File: config.mk
export PLATFORM = sky130hd
export DESIGN_NAME = axis_frame_arbiter
export DESIGN_NICKNAME = d
export VERILOG_FILES = /design/src/rtl/axis_frame_arbiter.sv
export SDC_FILE = /design/constraint.sdc
export NUM_CORES = 1
export LEC_CHECK = 0
export ABC_AREA = 1
export ABC_CLOCK_PERIOD_IN_PS = 4600
export CAP_MARGIN = 25
export CORE_ASPECT_RATIO = 0.9
export CORE_MARGIN = 2
export CORE_UTILIZATION = 25
export DETAILED_ROUTE_END_ITERATION = 10
export HOLD_SLACK_MARGIN = 0.08
export PLACE_DENSITY = 0.58
export SLEW_MARGIN = 0
export SYNTH_ARGS = -nofsm -noshare
export SYNTH_HDL_FRONTEND = slang
export SYNTH_SLANG_ARGS = --single-unit
File: constraint.sdc
create_clock -name clk -period 4.6 [get_ports clk]
set_input_delay 0.69 -clock clk [delete_from_list [all_inputs] [get_ports clk]]
set_output_delay 0.69 -clock clk [all_outputs]
set_load 0.03 [all_outputs]
File: src/rtl/axis_frame_arbiter.sv
// axis_frame_arbiter: round-robin AXI-Stream frame arbiter with MAX_BEATS truncation.
//   clk, rst (async, active-high)
//   port_en             per-port arbitration enable, sampled only while idle
//   s_t*                per-port upstream streams, packed port-major
//   m_t*                registered downstream stream
//   grant, busy         current/last granted port, FORWARD or DRAIN active
//   trunc_count         saturating count of frames cut at MAX_BEATS
module axis_frame_arbiter #(
  parameter int NUM_PORTS = 4,
  parameter int DATA_WIDTH = 32,
  parameter int USER_WIDTH = 1,
  parameter int MAX_BEATS = 512,
  localparam int GW = $clog2(NUM_PORTS),
  localparam int BW = $clog2(MAX_BEATS + 1)
) (
  input  logic                             clk,
  input  logic                             rst,
  input  logic [NUM_PORTS-1:0]             port_en,
  input  logic [NUM_PORTS-1:0]             s_tvalid,
  output logic [NUM_PORTS-1:0]             s_tready,
  input  logic [NUM_PORTS-1:0]             s_tlast,
  input  logic [NUM_PORTS*DATA_WIDTH-1:0]  s_tdata,
  input  logic [NUM_PORTS*USER_WIDTH-1:0]  s_tuser,
  output logic                             m_tvalid,
  input  logic                             m_tready,
  output logic                             m_tlast,
  output logic [DATA_WIDTH-1:0]            m_tdata,
  output logic [USER_WIDTH-1:0]            m_tuser,
  output logic [GW-1:0]                    grant,
  output logic                             busy,
  output logic [15:0]                      trunc_count
);
  typedef enum logic [1:0] {IDLE, FORWARD, DRAIN} state_t;
  state_t state_q, state_d;
  logic [GW-1:0] grant_q, grant_d, last_q, last_d, pick, cand;
  logic [BW-1:0] beat_q, beat_d;
  logic [15:0] tc_q, tc_d;
  logic mv_q, mv_d, ml_q, ml_d;
  logic [DATA_WIDTH-1:0] md_q, md_d, sd;
  logic [USER_WIDTH-1:0] mu_q, mu_d, su;
  logic found, sv, sl, acc, load, trunc;
  // Scan downward so the port closest above last_q is the one left in pick.
  always_comb begin
    pick = last_q;
    found = 1'b0;
    cand = last_q;
    for (int k = NUM_PORTS; k >= 1; k--) begin
      cand = GW'((int'(last_q) + k) % NUM_PORTS);
      if (s_tvalid[cand] & port_en[cand]) begin
        pick = cand;
        found = 1'b1;
      end
    end
  end
  always_comb begin
    s_tready = '0;
    s_tready[grant_q] = (state_q == FORWARD) ? (m_tready | ~mv_q) : (state_q == DRAIN);
  end
  assign sv = s_tvalid[grant_q];
  assign sl = s_tlast[grant_q];
  assign sd = s_tdata[grant_q*DATA_WIDTH +: DATA_WIDTH];
  assign su = s_tuser[grant_q*USER_WIDTH +: USER_WIDTH];
  assign acc = sv & s_tready[grant_q];
  assign load = acc & (state_q == FORWARD);
  assign trunc = load & ~sl & (beat_q == BW'(MAX_BEATS - 1));
  always_comb begin
    state_d = state_q;
    grant_d = grant_q;
    last_d = last_q;
    beat_d = beat_q;
    tc_d = tc_q;
    mv_d = load | (mv_q & ~m_tready);
    md_d = load ? sd : md_q;
    ml_d = load ? (sl | trunc) : ml_q;
    mu_d = load ? (trunc ? (su | USER_WIDTH'(1)) : su) : mu_q;
    if (state_q == IDLE && found) begin
      state_d = FORWARD;
      grant_d = pick;
      beat_d = '0;
    end
    if (load) beat_d = beat_q + BW'(1);
    if (acc & sl) begin
      state_d = IDLE;
      last_d = grant_q;
    end else if (trunc) begin
      state_d = DRAIN;
      tc_d = tc_q + 16'(tc_q != 16'hFFFF);
    end
  end
  always_ff @(posedge clk or posedge rst) begin
    if (rst) begin
      state_q <= IDLE;
      grant_q <= '0;
      last_q <= GW'(NUM_PORTS - 1);
      beat_q <= '0;
      tc_q <= '0;
      mv_q <= 1'b0;
      ml_q <= 1'b0;
      md_q <= '0;
      mu_q <= '0;
    end else begin
      state_q <= state_d;
      grant_q <= grant_d;
      last_q <= last_d;
      beat_q <= beat_d;
      tc_q <= tc_d;
      mv_q <= mv_d;
      ml_q <= ml_d;
      md_q <= md_d;
      mu_q <= mu_d;
    end
  end
  assign m_tvalid = mv_q;
  assign m_tlast = ml_q;
  assign m_tdata = md_q;
  assign m_tuser = mu_q;
  assign grant = grant_q;
  assign busy = state_q != IDLE;
  assign trunc_count = tc_q;
endmodule

; ---- After elaboration in Yosys (flattened, before gate mapping)
; Index checks and enable logic that the tools add are counted.
[op_classes]
shift = 2
n_eq_ne = 4
add_sub_neg = 6
order_cmp = 6
n_reduce_logical = 7
n_mux = 39
bitwise = 18
[op_table]
columns = cell, n
row1 = 128-bit by 8-bit indexed part select with 32-bit output, 1
row2 = 1-bit binary-select mux with 2-bit select, 11
row3 = 10-bit two-way mux, 2
row4 = 1-bit two-way mux, 18
row5 = 16-bit by 1-bit adder with 16-bit output, 1
row6 = 16-bit != test (second input constant), 1
row7 = 2-bit by 3-bit < comparator with 1-bit output (second input constant), 5
row8 = 2-bit two-way mux, 7
row9 = 10-bit by 1-bit adder with 10-bit output (second input constant), 1
row10 = 1-bit bitwise AND, 10
row11 = 10-bit by 9-bit equality test with 1-bit output (second input constant), 1
row12 = 2-bit by 1-bit adder with 2-bit output (second input constant), 2
row13 = 2-bit adder (second input constant), 2
row14 = 4-bit bitwise AND, 1
row15 = 1-bit inverter, 4
row16 = 2-bit nonzero test, 2
row17 = 4-bit by 3-bit indexed part select with 1-bit output, 1
row18 = 1-bit OR, 3
row19 = 3-bit nonzero test, 1
row20 = 1-bit demux with 2-bit select, 1
row21 = 2-bit by 1-bit equality test with 1-bit output (second input constant), 1
row22 = 2-bit equality test (second input constant), 1
row23 = 2-bit by 1-bit >= comparator with 1-bit output (second input constant), 1
row24 = 1-bit logical AND, 2
row25 = other kinds (2), 2
[word_totals]
elab_cells = 91
ff_bits = 67
out_inout_bits = 58
inputBits = 147

; ---- Logic depth before layout (Yosys ltp)
; Gate-level depths: netlist of the first run.
[depth]
depth_word = 13
ltp_mapped = 12
ltp_nobuf = 11

; ---- Least setup slack after synthesis of the first run
; Ideal clock, no wire load.
[synth_timing]
path_kind = input to output
from = input m_tready
to = output s_tready[0]
n_path_buf = 0
setup_slack_ps = 2222
required_time_ps = 3910
arrival_ps = 1688
stages = 4
cell_sequence = o21ai_0 -> a21oi_1 -> inv_1 -> nor3_1
[synth_between]
elab_chain_cells = 3
[synth_lines]
columns = item, line
row1 = from (decl), 25  ; input logic m_tready,
row2 = 1-bit OR, 57  ; s_tready[grant_q] = (state_q == FORWARD) ? (m_tready | ~mv_q) : (state_q == DRAIN);
row3 = 1-bit two-way mux, 57
row4 = 4-bit bitwise AND (no line), n/a
row5 = to (decl), 20  ; output logic [NUM_PORTS-1:0] s_tready,
; No other way between the ends.

; ---- Worst setup path after layout of the first run
; Ends and elaborated chain as after synthesis.

==> parameters.txt, run 1 <==
Parameter                              Value

STA
  Clk_skew    0.00514 ns
  Max Clk Rate    slightly above 300 MHz
  Number of slew-limit violations in the final report    0
  Worst-case hold slack    roughly 0.47 ns
  Period utilization    71.0%
  Worst max-slew margin expressed relative to the limit    40.1%
  Number of endpoints with negative hold slack in the final report    0
  Unrepaired setup endpoints after global routing    false
  Final sum of negative setup slack    0 ns
  Final setup fails    0
  Pin slew with the least headroom to its limit    approximately 0.9 ns
  Worst setup margin    between 1 and 1.5 ns
  Time the worst path needs with I/O delays and setup    3.26 ns

Run
  Count of max-cap constraint violations    0

Global routing
  Antenna violations before repair    0
  Total GRT Usage    between 10% and 20%
  Pin count of the biggest net entering global routing    54
  Wire length of the first global-routing pass    22,900 µm
  Grt total ovfl    0
  Via count of the first global-routing pass    4,303

Drt
  DRC violations left    0
  Routed length on met2    between 6000 and 7000 µm
  DRT Pass-1 Iters    4
  Post-detailed-routing wire length    about 14,000 µm
  Total routed wire length on the met1 layer    6230 µm
  Met3 wire length    959 µm
  Post-detailed-route count of antenna-violating nets    0
  Via/cell ratio    4.52
  Drt first-iter violations    between 200 and 250
  Top layer in use    met4
  Average wire per cell in the routed design    between 10 and 15 µm
  Vias    4,440

Logic synthesis
  Avg Inst Size Synth    7.19 µm²
  Share of the synthesized area in the top cell type    39.1%
  Area leader, netlist    dfrtp_1
  Synthesized netlist net count    729
  Number of warnings issued by yosys    0
  Area of the mapped netlist    0.00416 mm²
  Post-synthesis register bit count    67
  Synth Instances    579
  Number of distinct library cells after synthesis    31
  Leading cell types by total area after synthesis    dfrtp_1 39%, nand2_1 25%, nand3_1 7.0%
  Sequential cell area fraction in the yosys report    a little over 40%

Pwr
  Internal portion of total power    a little under 2 mW
  Part of the power in combinational logic    55.2%
  Sw power    1.64 mW
  Peak ir drop on the vdd network    0.247 mV
  Power per unit of standard cell area    544 mW/mm²
  Switching part of the total power    a little under half
  Part of the power in registers    25.2%
  Static leakage    about 3 nW
  Clk network pwr share    between 15 and 20%
  Overall power of the completed layout    3.61 mW

Final layout
  Fraction of layout instances using a drive strength above 1    5.41%
  Diode count    0
  Commonest non-fill, non-tap cells in the layout    278 x nand2_1, 204 x clkdlybuf4s50_1, 65 x dfrtp_1, 58 x nand3_1, 34 x a22oi_1
  P&R area growth vs syn    59.5%
  Number of nets in the final layout    921
  Most common cell after layout, fill and taps aside    nand2_1

Clock tree
  Clock Tree Buf Depth    2
  Clk Tree Root Cell    clkbuf_16
  Setup repair bufs after CTS    0
  Hold-fix buffer count after cts    0
  Clock slew at reported path FFs    0.06 ns
  Insertion delay of the later-clocked pin in the worst-skew pair    around 0.34 ns
  Clock buffers created by TritonCTS    9
  Clock H-tree levels    3
  Post-cts repair resize count    0
  Clock tree from TritonCTS    yes
  Clock sink count    67

Floorplan
  Die Ht    ~130 µm
  Top-level port count    slightly above 200
  Core Box Area    0.0162 mm²
  Starting utilization of the core area    about 26%
  Row cnt    44
  Die footprint    0.0177 mm²
  Die Span X    140 µm

Worst setup path
  Endpoint arrival time on the critical path    2.57 ns
  Capturing element type of the critical path    output port
  Worst r2r path cells    8
  Required @ worst endpoint    3.91 ns
  Startpoint type of the worst setup path    primary input
  Type of the worst setup path    in2out
  Crit Path Max Fanout    4

Placement
  Detailed placement HPWL    10,400 µm
  Global placement routability congestion    0.809
  Port Buffers    204
  Pre-CTS setup slack    1.28 ns

Status
  Outcome    finished, final reports clean

Hold path
  Worst hold stages    2
  Worst min-delay path class    reg2reg
[flip-flops by register name, summed over array words and instances, names as in the netlist]
register / flops
beat_q: 10
grant: 2
last_q: 2
m_tdata: 32
m_tlast: 1
m_tuser: 1
m_tvalid: 1
state_q: 2
trunc_count: 16
[metal layers]
layer / vias to the layer above / global-route usage [%]
met1: 2021 / 20.1
met3: 10 / 5.55
met2: 136 / 27.5
li1: 2273 / -
met4: 0 / 3.88
met5: - / 0
[synthesized netlist by cell type (all sizes together)]
| library cell | n |
|---|---|
| inv | 27 |
| xnor2 | 11 |
| a21oi | 4 |
| nand3b | 3 |
| clkbuf | 10 |
| dfrtp | 65 |
| o21ai | 18 |
| buf | 17 |
| nor3 | 8 |
| xor2 | 7 |
| o211ai | 1 |
| nand2 | 283 |
| dfstp | 2 |
| nor2 | 18 |
| ha | 3 |
| a22oi | 34 |
| nand3 | 59 |
| nand4 | 7 |
| nor4 | 2 |
[worst max-delay path, cell delays in order]
cell and delay (ns):
clkdlybuf4s50_1 0.49, o21ai_0 0.16, a21oi_1 0.27, inv_1 0.12
nor3_1 0.14, clkdlybuf4s50_1 0.70
[per-stage QoR]
step | instances | area, µm² | util, %
2_1_floorplan | 579 | 4160 | -
3_3_place_gp | 966 | 6310 | 39.0
3_5_place_dp | 966 | 6310 | 39.0
4_1_cts | 982 | 6620 | 40.9
5_1_grt | 983 | 6640 | 41.0
6_report | 983 | 6640 | 41.0
[final timing paths]
check / to / from / slack (ns)
min in group asynchronous: m_tdata[9]$_DFFE_PP0P_ / rst / 0.53
worst min register to register: m_tdata[30]$_DFFE_PP0P_ / m_tdata[30]$_DFFE_PP0P_ / 0.47
worst min-delay path: m_tdata[30]$_DFFE_PP0P_ / m_tdata[30]$_DFFE_PP0P_ / 0.47
max in group asynchronous: last_q[0]$_DFFE_PP1P_ / rst / 3.20
worst max register to register: beat_q[2]$_DFFE_PP0P_ / grant[0]$_DFFE_PP0P_ / 1.74
worst max-delay path: s_tready[0] / m_tready / 1.34
[power groups by stage]
stage	combinational, mW	clock, mW	sequential, mW
after CTS	2.03	0.735	0.912
after global placement	2.03	0	0.916
final	1.99	0.709	0.911
after detailed placement	2.03	0	0.915
after global routing	2.20	0.754	0.937
after floorplan	1.06	0	1.17
[area by class of cell]
| cell class | instances | area, µm² |
|---|---|---|
| fill | 1708 | 9550 |
| clock inverter | 4 | 48.8 |
| inverter | 27 | 104 |
| clock buffer | 12 | 256 |
| multi-input combinational | 458 | 2200 |
| tap | 207 | 259 |
| timing repair buffer | 208 | 2080 |
| sequential | 67 | 1680 |
[cell families (layout without fill, tap and decap cells)]
group / after synthesis / in the layout / synth area share [%]
AND/OR/NAND/NOR: 380 / 380 / 39.3
flip-flops: 67 / 67 / 40.4
AO/OA/AOI/OAI: 57 / 57 / 8.96
buffers and inverters: 54 / 251 / 6.65
XOR/XNOR: 18 / 18 / 3.79
adder cells (fa/ha/maj): 3 / 3 / 0.902
Note: power is estimated with default switching activity, not from simulation.
==> run 2, diff against run 1 <==
Settings changed: ABC_CLOCK_PERIOD_IN_PS 4600 to 2740, PLACE_DENSITY 0.58 to 0.6.
Clock period 4.6 ns to 2.74 ns, I/O delays scaled along.
==> run 2 against run 1 <==
Effect of this change: critical path depth unchanged; combinational power up 68%; worst hold slack got worse by 0.028 ns; clock power is 65% higher; sequential share of layout area down 0.10 points; critical path type unchanged; largest cell class unchanged.
==> parameters.txt, run 2 (synthesized netlist as in run 1, its figures left out) <==
Parameter                              Value

Status
  Outcome    finished, final reports clean

Global routing
  Pin count of the biggest net entering global routing    68 (+26%)
  Antenna violations before repair    0 (unchanged)
  Via count of the first global-routing pass    4,571 (+6.2%)
  Grt total ovfl    0 (unchanged)
  Total GRT Usage    16.0% (-0.31 points)
  Wire length of the first global-routing pass    22,600 µm (-1.3%)

Worst setup path
  Crit Path Max Fanout    4 (unchanged)
  Startpoint type of the worst setup path    primary input
  Stage delay of the slowest cell on the critical path    0.67 ns (-0.03 ns)
  Critical path, cell by cell    clkdlybuf4s50_1 -> o21ai_0 -> a21oi_1 -> inv_1 -> nor2_1 -> clkdlybuf4s50_1
  Cell repeated most along the worst path    clkdlybuf4s50_1
  Capturing element type of the critical path    output port
  Type of the worst setup path    in2out
  Cell family with the largest share of critical-path delay    buffers and inverters
  CP bufs+invs    3 (unchanged)
  Max stage delay cell, worst path    clkdlybuf4s50_1
  Endpoint arrival time on the critical path    2.22 ns (-0.35 ns)
  Required @ worst endpoint    2.33 ns (-1.58 ns)

Floorplan
  Die Ht    126 µm (unchanged)
  Core Box Area    0.0162 mm² (unchanged)
  Row cnt    44 (unchanged)
  Top-level port count    205 (unchanged)
  Starting utilization of the core area    25.7% (unchanged)
  Die footprint    0.0177 mm² (unchanged)
  Die Span X    140 µm (unchanged)

Pwr
  Power per unit of standard cell area    909 mW/mm² (+67%)
  Part of the power in registers    25.4% (+0.2 points)
  Sw power    2.78 mW (+69%)
  Static leakage    3.03 nW (+1.6%)
  Peak ir drop on the vdd network    0.375 mV (+52%)
  Switching part of the total power    45.9% (+0.37 points)
  Overall power of the completed layout    6.06 mW (+68%)
  Part of the power in combinational logic    55.2% (about the same)
  Clk network pwr share    19.4% (-0.2 points)
  Internal portion of total power    3.28 mW (+67%)

Drt
  Via/cell ratio    4.52 (about the same)
  Vias    4,457 (+0.38%)
  Post-detailed-routing wire length    13,700 µm (-2.4%)
  DRC violations left    0 (unchanged)
  Drt first-iter violations    142 (-34%)
  DRT Pass-1 Iters    4 (unchanged)
  Average wire per cell in the routed design    13.9 µm (-2.7%)
  Post-detailed-route count of antenna-violating nets    0 (unchanged)

Final layout
  Commonest non-fill, non-tap cells in the layout    278 x nand2_1, 201 x clkdlybuf4s50_1, 65 x dfrtp_1, 58 x nand3_1, 34 x a22oi_1
  Diode count    0 (unchanged)
  P&R area growth vs syn    60.2%
  Fillers    1,713 (+0.29%)
  Most common cell after layout, fill and taps aside    nand2_1
  Final Instance Count excl. Fillers    986 (+0.31%)
  Number of nets in the final layout    924 (+0.33%)
  Fraction of layout instances using a drive strength above 1    5.91% (+0.49 points)
  Largest register FFs    32 (unchanged)
  Cell area after layout    0.00666 mm² (+0.41%)

Clock tree
  Clock Tree Buf Depth    2 (unchanged)
  Clock H-tree levels    3 (unchanged)
  Insertion delay of the later-clocked pin in the worst-skew pair    0.34 ns (about the same)
  Clock buffers created by TritonCTS    9 (unchanged)
  Clk Tree Root Cell    clkbuf_16
  Clock tree from TritonCTS    yes
  Clock sink count    67 (unchanged)
  Hold-fix buffer count after cts    0 (unchanged)
  Clock slew at reported path FFs    0.06 ns (about the same)

Placement
  Port Buffers    204 (unchanged)
  Instance count after placement with tap cells included    970 (+0.41%)
  Post-placement cell area    0.00635 mm² (+0.67%)
  Global placement routability congestion    0.803 (-0.69%)
  Detailed placement HPWL    10,400 µm (-0.19%)

STA
  Time the worst path needs with I/O delays and setup    about 2.6 ns
  Number of slew-limit violations in the final report    0 (unchanged)
  Unrepaired setup endpoints after global routing    false
  Final sum of negative setup slack    0 ns (unchanged)
  Clk_skew    0.00736 ns (+0.00223 ns)
  Max Clk Rate    380 MHz
  Worst max-slew margin expressed relative to the limit    68.2% (+28 points)
  Number of endpoints with negative hold slack in the final report    0 (unchanged)
  Period utilization    95.9%
  Final setup fails    0 (unchanged)
  Pin slew with the least headroom to its limit    0.477 ns (-0.419 ns)

Hold path
  Worst min-delay path class    in2async

Run
  Count of max-cap constraint violations    0 (unchanged)
[run 2: final timing paths]
path | slack [ns] | cells after the start | from | end
worst max-delay path | 0.11 | 6 | m_tready | s_tready[3]
worst min-delay path | 0.45 | 3 | rst | m_tdata[6]$_DFFE_PP0P_
worst max register to register | 0.64 | 8 | grant[1]$_DFFE_PP0P_ | m_tlast$_DFFE_PP0P_
worst min register to register | 0.47 | 2 | m_tdata[7]$_DFFE_PP0P_ | m_tdata[7]$_DFFE_PP0P_
max in group asynchronous | 1.95 | 3 | rst | last_q[1]$_DFFE_PP1P_
min in group clk | 0.47 | 2 | m_tdata[7]$_DFFE_PP0P_ | m_tdata[7]$_DFFE_PP0P_
[run 2: power by group through the flow]
| stage | Sequential [mW] | Clock (mW) | Combinational, mW |
|---|---|---|---|
| after floorplan | 1.96 | 0 | 1.79 |
| after global placement | 1.55 | 0 | 3.42 |
| after detailed placement | 1.54 | 0 | 3.42 |
| after CTS | 1.54 | 1.22 | 3.42 |
| after global routing | 1.58 | 1.27 | 3.71 |
| final | 1.54 | 1.17 | 3.34 |
[run 2: area by class of cell]
class | count | area, µm² | area share, %
Timing Repair Buffer | 211 | 2110 | 31.7
Inverter | 27 | 104 | 1.56
Clock buffer | 9 | 225 | 3.38
Multi-Input combinational cell | 458 | 2200 | 33.1
Clock inverter | 7 | 77.6 | 1.16
Tap cell | 207 | 259 | 3.89
Sequential cell | 67 | 1680 | 25.2
[run 2: worst min-delay path: cells and delay by family]
| kind | cells | cell delay [ns] |
|---|---|---|
| buffers and inverters | 3 | 0.79 |
[run 2: stage by stage]
| stage | util [%] | setup WS (ns) | hold WS [ns] |
|---|---|---|---|
| 3_3_place_gp | 39.3 | 0.0499 | 0.461 |
| 3_5_place_dp | 39.3 | 0.0196 | 0.464 |
| 5_1_grt | 41.2 | 0.0512 | 0.489 |
| 4_1_cts | 41.1 | 0.0190 | 0.470 |
| 2_1_floorplan | - | 0.649 | 0.464 |
| 6_report | 41.2 | 0.112 | 0.447 |
[run 2: timing repair]
action                                  in CTS  in global routing
endpoints found under the setup margin       0                  3
setup buffers                                0                  0
gates resized for setup                      0                  3
[run 2: metal layers]
| layer | part of all wire, % | vias to the layer above | GRT usage [%] |
|---|---|---|---|
| met3 | 7.6 | 10 | 6.12 |
| met4 | 0.91 | 0 | 3.53 |
| met5 | 0 | - | 0 |
| li1 | - | 2279 | - |
| met2 | 50 | 146 | 28.4 |
| met1 | 41 | 2022 | 18.2 |
==> run 3, diff against run 2 <==
Settings changed: GPL_ROUTABILITY_DRIVEN set to 0.
==> results of run 3 <==
The final DEF is identical to that of run 2; final timing and power are the same.
==> RTL change 1 (config.mk and constraints of run 2) <==
Compare `beat_q` against `BW'(MAX_BEATS - 1)` with >= in place of ==.
--- a/src/rtl/axis_frame_arbiter.sv
+++ b/src/rtl/axis_frame_arbiter.sv
@@ -62,7 +62,7 @@
   assign su = s_tuser[grant_q*USER_WIDTH +: USER_WIDTH];
   assign acc = sv & s_tready[grant_q];
   assign load = acc & (state_q == FORWARD);
-  assign trunc = load & ~sl & (beat_q == BW'(MAX_BEATS - 1));
+  assign trunc = load & ~sl & (beat_q >= BW'(MAX_BEATS - 1));
   always_comb begin
     state_d = state_q;
     grant_d = grant_q;
Behaviour: same outputs for any inputs over 10 cycles, from zero or initial values and one cycle with rst high; that may be too few to reach the edited logic, so the function may still have changed.
==> RTL change 1 against run 2 <==
  * Area after synthesis down 0.54%
  * Utilization up 0.40 points
  * Power up 7.1%
  * Design area up 0.98%
  * Worst setup slack improved by 0.10 ns
  * Routed wire length grew 6.7%
  * Sequential share of layout area decreased by 0.24 points
  * Highest routed layer unchanged
  * Clock skew is 0.0033 ns lower
  * Sequential cell count unchanged
==> RTL change 1: results (changes against run 2) <==
* Fillers at 1715 (was 1713)
* DP Cell Count at 985 (was 970)
* Met2 WL at 6760 µm (was 6910 µm)
* Detailed Route Iter0 Violations at 244 (was 142)
* Largest net degree at the start of global routing at 34 (was 68)
* HPWL after DPL at 10800 µm (was 10400 µm)
* List of most frequent post-synthesis cells: sky130_fd_sc_hd__nand2_1, sky130_fd_sc_hd__dfrtp_1, sky130_fd_sc_hd__nand3_1 (unchanged)
* Final worst path period need at 2.52 ns (was 2.63 ns)
* Worst Path Arrival at 2.11 ns (was 2.22 ns)
* Worst relative slew slack at 61.1% (was 68.2%)
* Worst-case clock skew at 0.00405 ns (was 0.00736 ns)
* Yosys cell types at 30 (was 31)
* Instance area at placement at 0.00640 mm² (was 0.00635 mm²)
* Via density per instance at 4.55 (was 4.52)
* WL met1 at 6770 µm (was 5630 µm)
* Worst-case setup slack after placement at 0.131 ns (was 0.0196 ns)
* Outcome: complete, no violations (unchanged)
* End of the worst register-to-register path: beat_q[4]$_DFFE_PP0P_ (was m_tlast$_DFFE_PP0P_)
* Worst hold-check slack at 0.462 ns (was 0.447 ns)
* GRT Resource Usage Total at 17.1% (was 16.0%)
* Max IR drop VDD at 0.000780 V (was 0.000375 V)
* Nets@finish at 939 (was 924)
* Length of the first detailed-routing pass in iterations at 5 (was 4)
* Vias after detailed routing at 4551 (was 4457)
* Cell types with the largest area share after synthesis: sky130_fd_sc_hd__dfrtp_1, sky130_fd_sc_hd__nand2_1, sky130_fd_sc_hd__nand3_1 (unchanged)
* Total length of routed wires at 14600 µm (was 13700 µm)
* Met3 usage in global routing at 5.44% (was 6.12%)
* Syn_area_per_cell at 7.02 µm² (was 7.19 µm²)
* Synthesized Nets at 739 (was 729)
* Met1 usage at 22.3% (was 18.2%)
* Share of post-route cells with drive strength above 1 at 5.79% (was 5.91%)
* FF-to-FF Start: grant[0]$_DFFE_PP0P_ (was grant[1]$_DFFE_PP0P_)
* Total leakage power at 3.09 nW (was 3.03 nW)
RTL change 1: power breakdown:
part	total [mW]	switching [mW]	internal (mW)	leakage [nW]
Clock	1.28	0.437	0.845	0.159
Sequential	1.57	0.250	1.32	0.867
Combinational	3.63	2.27	1.36	2.06
RTL change 1: final cells by class:
type | instances | area [µm²] | share of cell area [%]
Sequential cell | 67 | 1680 | 25.0
Inverter | 33 | 124 | 1.84
Tap cell | 207 | 259 | 3.85
Timing Repair Buffer | 215 | 2150 | 31.9
Clock buffer | 12 | 256 | 3.81
Multi-Input combinational cell | 463 | 2190 | 32.6
Clock inverter | 4 | 72.6 | 1.08
RTL change 1: cell families after synthesis:
| logic type | Yosys count | share of synthesized area, % |
|---|---|---|
| DFF | 67 | 40.6 |
| and+or+nand+nor | 386 | 39.2 |
| buffers and inverters | 59 | 6.47 |
| xor gates and xnor gates | 18 | 3.81 |
| adders and majority gates | 3 | 0.907 |
| AOI/OAI and AO/OA | 56 | 9.01 |
==> RTL change 2 (flow settings as in run 2) <==
Made on the original files. Change the parameter `NUM_PORTS` from 4 to 2.
--- a/src/rtl/axis_frame_arbiter.sv
+++ b/src/rtl/axis_frame_arbiter.sv
@@ -6,7 +6,7 @@
 //   grant, busy         current/last granted port, FORWARD or DRAIN active
 //   trunc_count         saturating count of frames cut at MAX_BEATS
 module axis_frame_arbiter #(
-  parameter int NUM_PORTS = 4,
+  parameter int NUM_PORTS = 2,
   parameter int DATA_WIDTH = 32,
   parameter int USER_WIDTH = 1,
   parameter int MAX_BEATS = 512,
Interface: changed (7 resized); port bits go from 205 to 130. No check against the original RTL was run, so the function may have changed too.
==> RTL change 2 against run 2 <==
  * Power shrank 18%
  * Count of clock-buffer cells in the layout grew 1
  * Sequential cell count shrank 2
  * Highest routed layer unchanged
  * Clock power shrank 4%
  * Via count shrank 23%
  * Clock skew is essentially flat
  * Design area shrank 20%
  * Worst setup slack gained 0.25 ns
  * Routed wire length shrank 27%
  * Largest power group unchanged
  * Area after synthesis shrank 15%
  * Sequential share of layout area grew 5.4 points
==> RTL change 2: results (changes against run 2) <==
* Number of global-route vias before repair at 3359 (was 4571)
* Cell types with the largest area share after synthesis: sky130_fd_sc_hd__dfrtp_1, sky130_fd_sc_hd__nand2_1, sky130_fd_sc_hd__o211ai_1 (was sky130_fd_sc_hd__dfrtp_1, sky130_fd_sc_hd__nand2_1, sky130_fd_sc_hd__nand3_1)
* Weighted congestion at the end of routability-driven global placement at 0.863 (was 0.803)
* Maximum clock path buffer count at 2 (unchanged)
* Fillers at 1441 (was 1713)
* Average wire length per cell after detail routing at 12.8 µm (was 13.9 µm)
* Total length of routed wires at 10000 µm (was 13700 µm)
* Worst-margin pin slew at 0.538 ns (was 0.477 ns)
* End of the worst register-to-register path: trunc_count[6]$_DFFE_PP0P_ (was m_tlast$_DFFE_PP0P_)
* Cell count after synthesis at 457 (was 579)
* FF-to-FF Start: trunc_count[7]$_DFFE_PP0P_ (was grant[1]$_DFFE_PP0P_)
* Antenna violations before repair at 0 (unchanged)
* Total leakage power at 2.38 nW (was 3.03 nW)
* Outcome: complete, no violations (unchanged)
* Detailed Route Iter0 Violations at 148 (was 142)
* DP Cell Count at 770 (was 970)
* Clk pin slew, worst setup/hold paths at 0.06 ns (about the same)
* List of most frequent post-synthesis cells: sky130_fd_sc_hd__nand2_1, sky130_fd_sc_hd__dfrtp_1, sky130_fd_sc_hd__o211ai_1, sky130_fd_sc_hd__or2_2, sky130_fd_sc_hd__nand3_1 (was sky130_fd_sc_hd__nand2_1, sky130_fd_sc_hd__dfrtp_1, sky130_fd_sc_hd__nand3_1)
* Sequential area share after synthesis at 46.1% (was 40.4%)
* Largest net degree at the start of global routing at 43 (was 68)
* Worst Path Arrival at 1.97 ns (was 2.22 ns)
* Flop-to-flop setup slack at 0.46 ns (was 0.64 ns)
* First-pass GRT wire length at 16400 µm (was 22600 µm)
* H-tree lvl count at 3 (unchanged)
* GRT Resource Usage Total at 14.0% (was 16.0%)
* Via density per instance at 4.38 (was 4.52)
* Max IR drop VDD at 0.000399 V (was 0.000375 V)
* Worst-case clock skew at 0.00689 ns (was 0.00736 ns)
* Worst hold-check slack at 0.448 ns (was 0.447 ns)
* Worst reg-to-reg path cell count at 10 (was 8)
* Yosys cell types at 29 (was 31)
* Nets@finish at 666 (was 924)
* Buffers on Ports at 129 (was 204)
* Maximum fanout along the worst path at 2 (was 4)
* HPWL after DPL at 7360 µm (was 10400 µm)
* Synthesized Nets at 535 (was 729)
* Share of post-route cells with drive strength above 1 at 11.0% (was 5.91%)
==> RTL change 2: power breakdown <==
part / switching, mW / total (mW) / internal (mW)
Combinational: 1.41 / 2.37 / 0.953
Clock: 0.424 / 1.12 / 0.699
Sequential: 0.206 / 1.47 / 1.27
==> RTL change 2: cell families (layout without fill, tap and decap cells) <==
kind of cell / after synthesis / in the layout / synth area share [%]
AND/OR/NAND/NOR: 292 / 292 / 36.4
flip-flops: 65 / 65 / 46.1
AO/OA/AOI/OAI: 48 / 48 / 9.11
buffers and inverters: 41 / 176 / 5.28
XOR/XNOR: 7 / 7 / 1.74
adder cells (fa/ha/maj): 3 / 3 / 1.06
multiplexers: 1 / 1 / 0.283
==> RTL change 2: worst max path at each step <==
stage | startpoint | endpoint | slack [ns] | depth (start not counted)
floorplan | trunc_count[6]$_DFFE_PP0P_ | trunc_count[6]$_DFFE_PP0P_ | 0.58 | 10
global placement | m_tready | s_tready[0] | 0.33 | 8
detailed placement | m_tready | s_tready[0] | 0.35 | 8
CTS | m_tready | s_tready[0] | 0.34 | 8
global route | trunc_count[7]$_DFFE_PP0P_ | trunc_count[10]$_DFFE_PP0P_ | 0.23 | 12
finish | m_tready | s_tready[0] | 0.36 | 8
==> RTL change 2: per-layer routing <==
metal  track usage (%)  share of wire (%)
met5                 0                  0
met4              4.28                1.1
met2              23.8                 48
met3              5.36                7.7
met1              16.5                 43
==> RTL change 2: worst max-delay path, stage by stage <==
cell and delay (ns):
sky130_fd_sc_hd__clkdlybuf4s50_1 0.46, sky130_fd_sc_hd__inv_1 0.04, sky130_fd_sc_hd__nand2_1 0.07, sky130_fd_sc_hd__nand3_1 0.07, sky130_fd_sc_hd__nand2_1 0.08, sky130_fd_sc_hd__inv_1 0.06, sky130_fd_sc_hd__nor2_1 0.08, sky130_fd_sc_hd__clkdlybuf4s50_1 0.70
==> RTL change 2: final cells by class <==
type / count / area [µm²] / area share [%]
Multi-Input combinational cell: 351 / 1720 / 32.2
Sequential cell: 65 / 1630 / 30.6
Timing Repair Buffer: 138 / 1370 / 25.7
Tap cell: 193 / 241 / 4.53
Clock buffer: 10 / 229 / 4.30
Inverter: 23 / 86.3 / 1.62
Clock inverter: 5 / 56.3 / 1.06
==> RTL change 2: per-stage QoR <==
| stage | util [%] | setup WS (ns) | instance area (µm²) | power [mW] |
|---|---|---|---|---|
| floorplan | - | 0.585 | 3530 | 2.91 |
| global placement | 36.3 | 0.326 | 5040 | 3.85 |
| detailed placement | 36.3 | 0.347 | 5040 | 3.88 |
| CTS | 38.3 | 0.340 | 5330 | 5.04 |
| global route | 38.3 | 0.225 | 5330 | 5.33 |
| finish | 38.3 | 0.357 | 5330 | 4.96 |
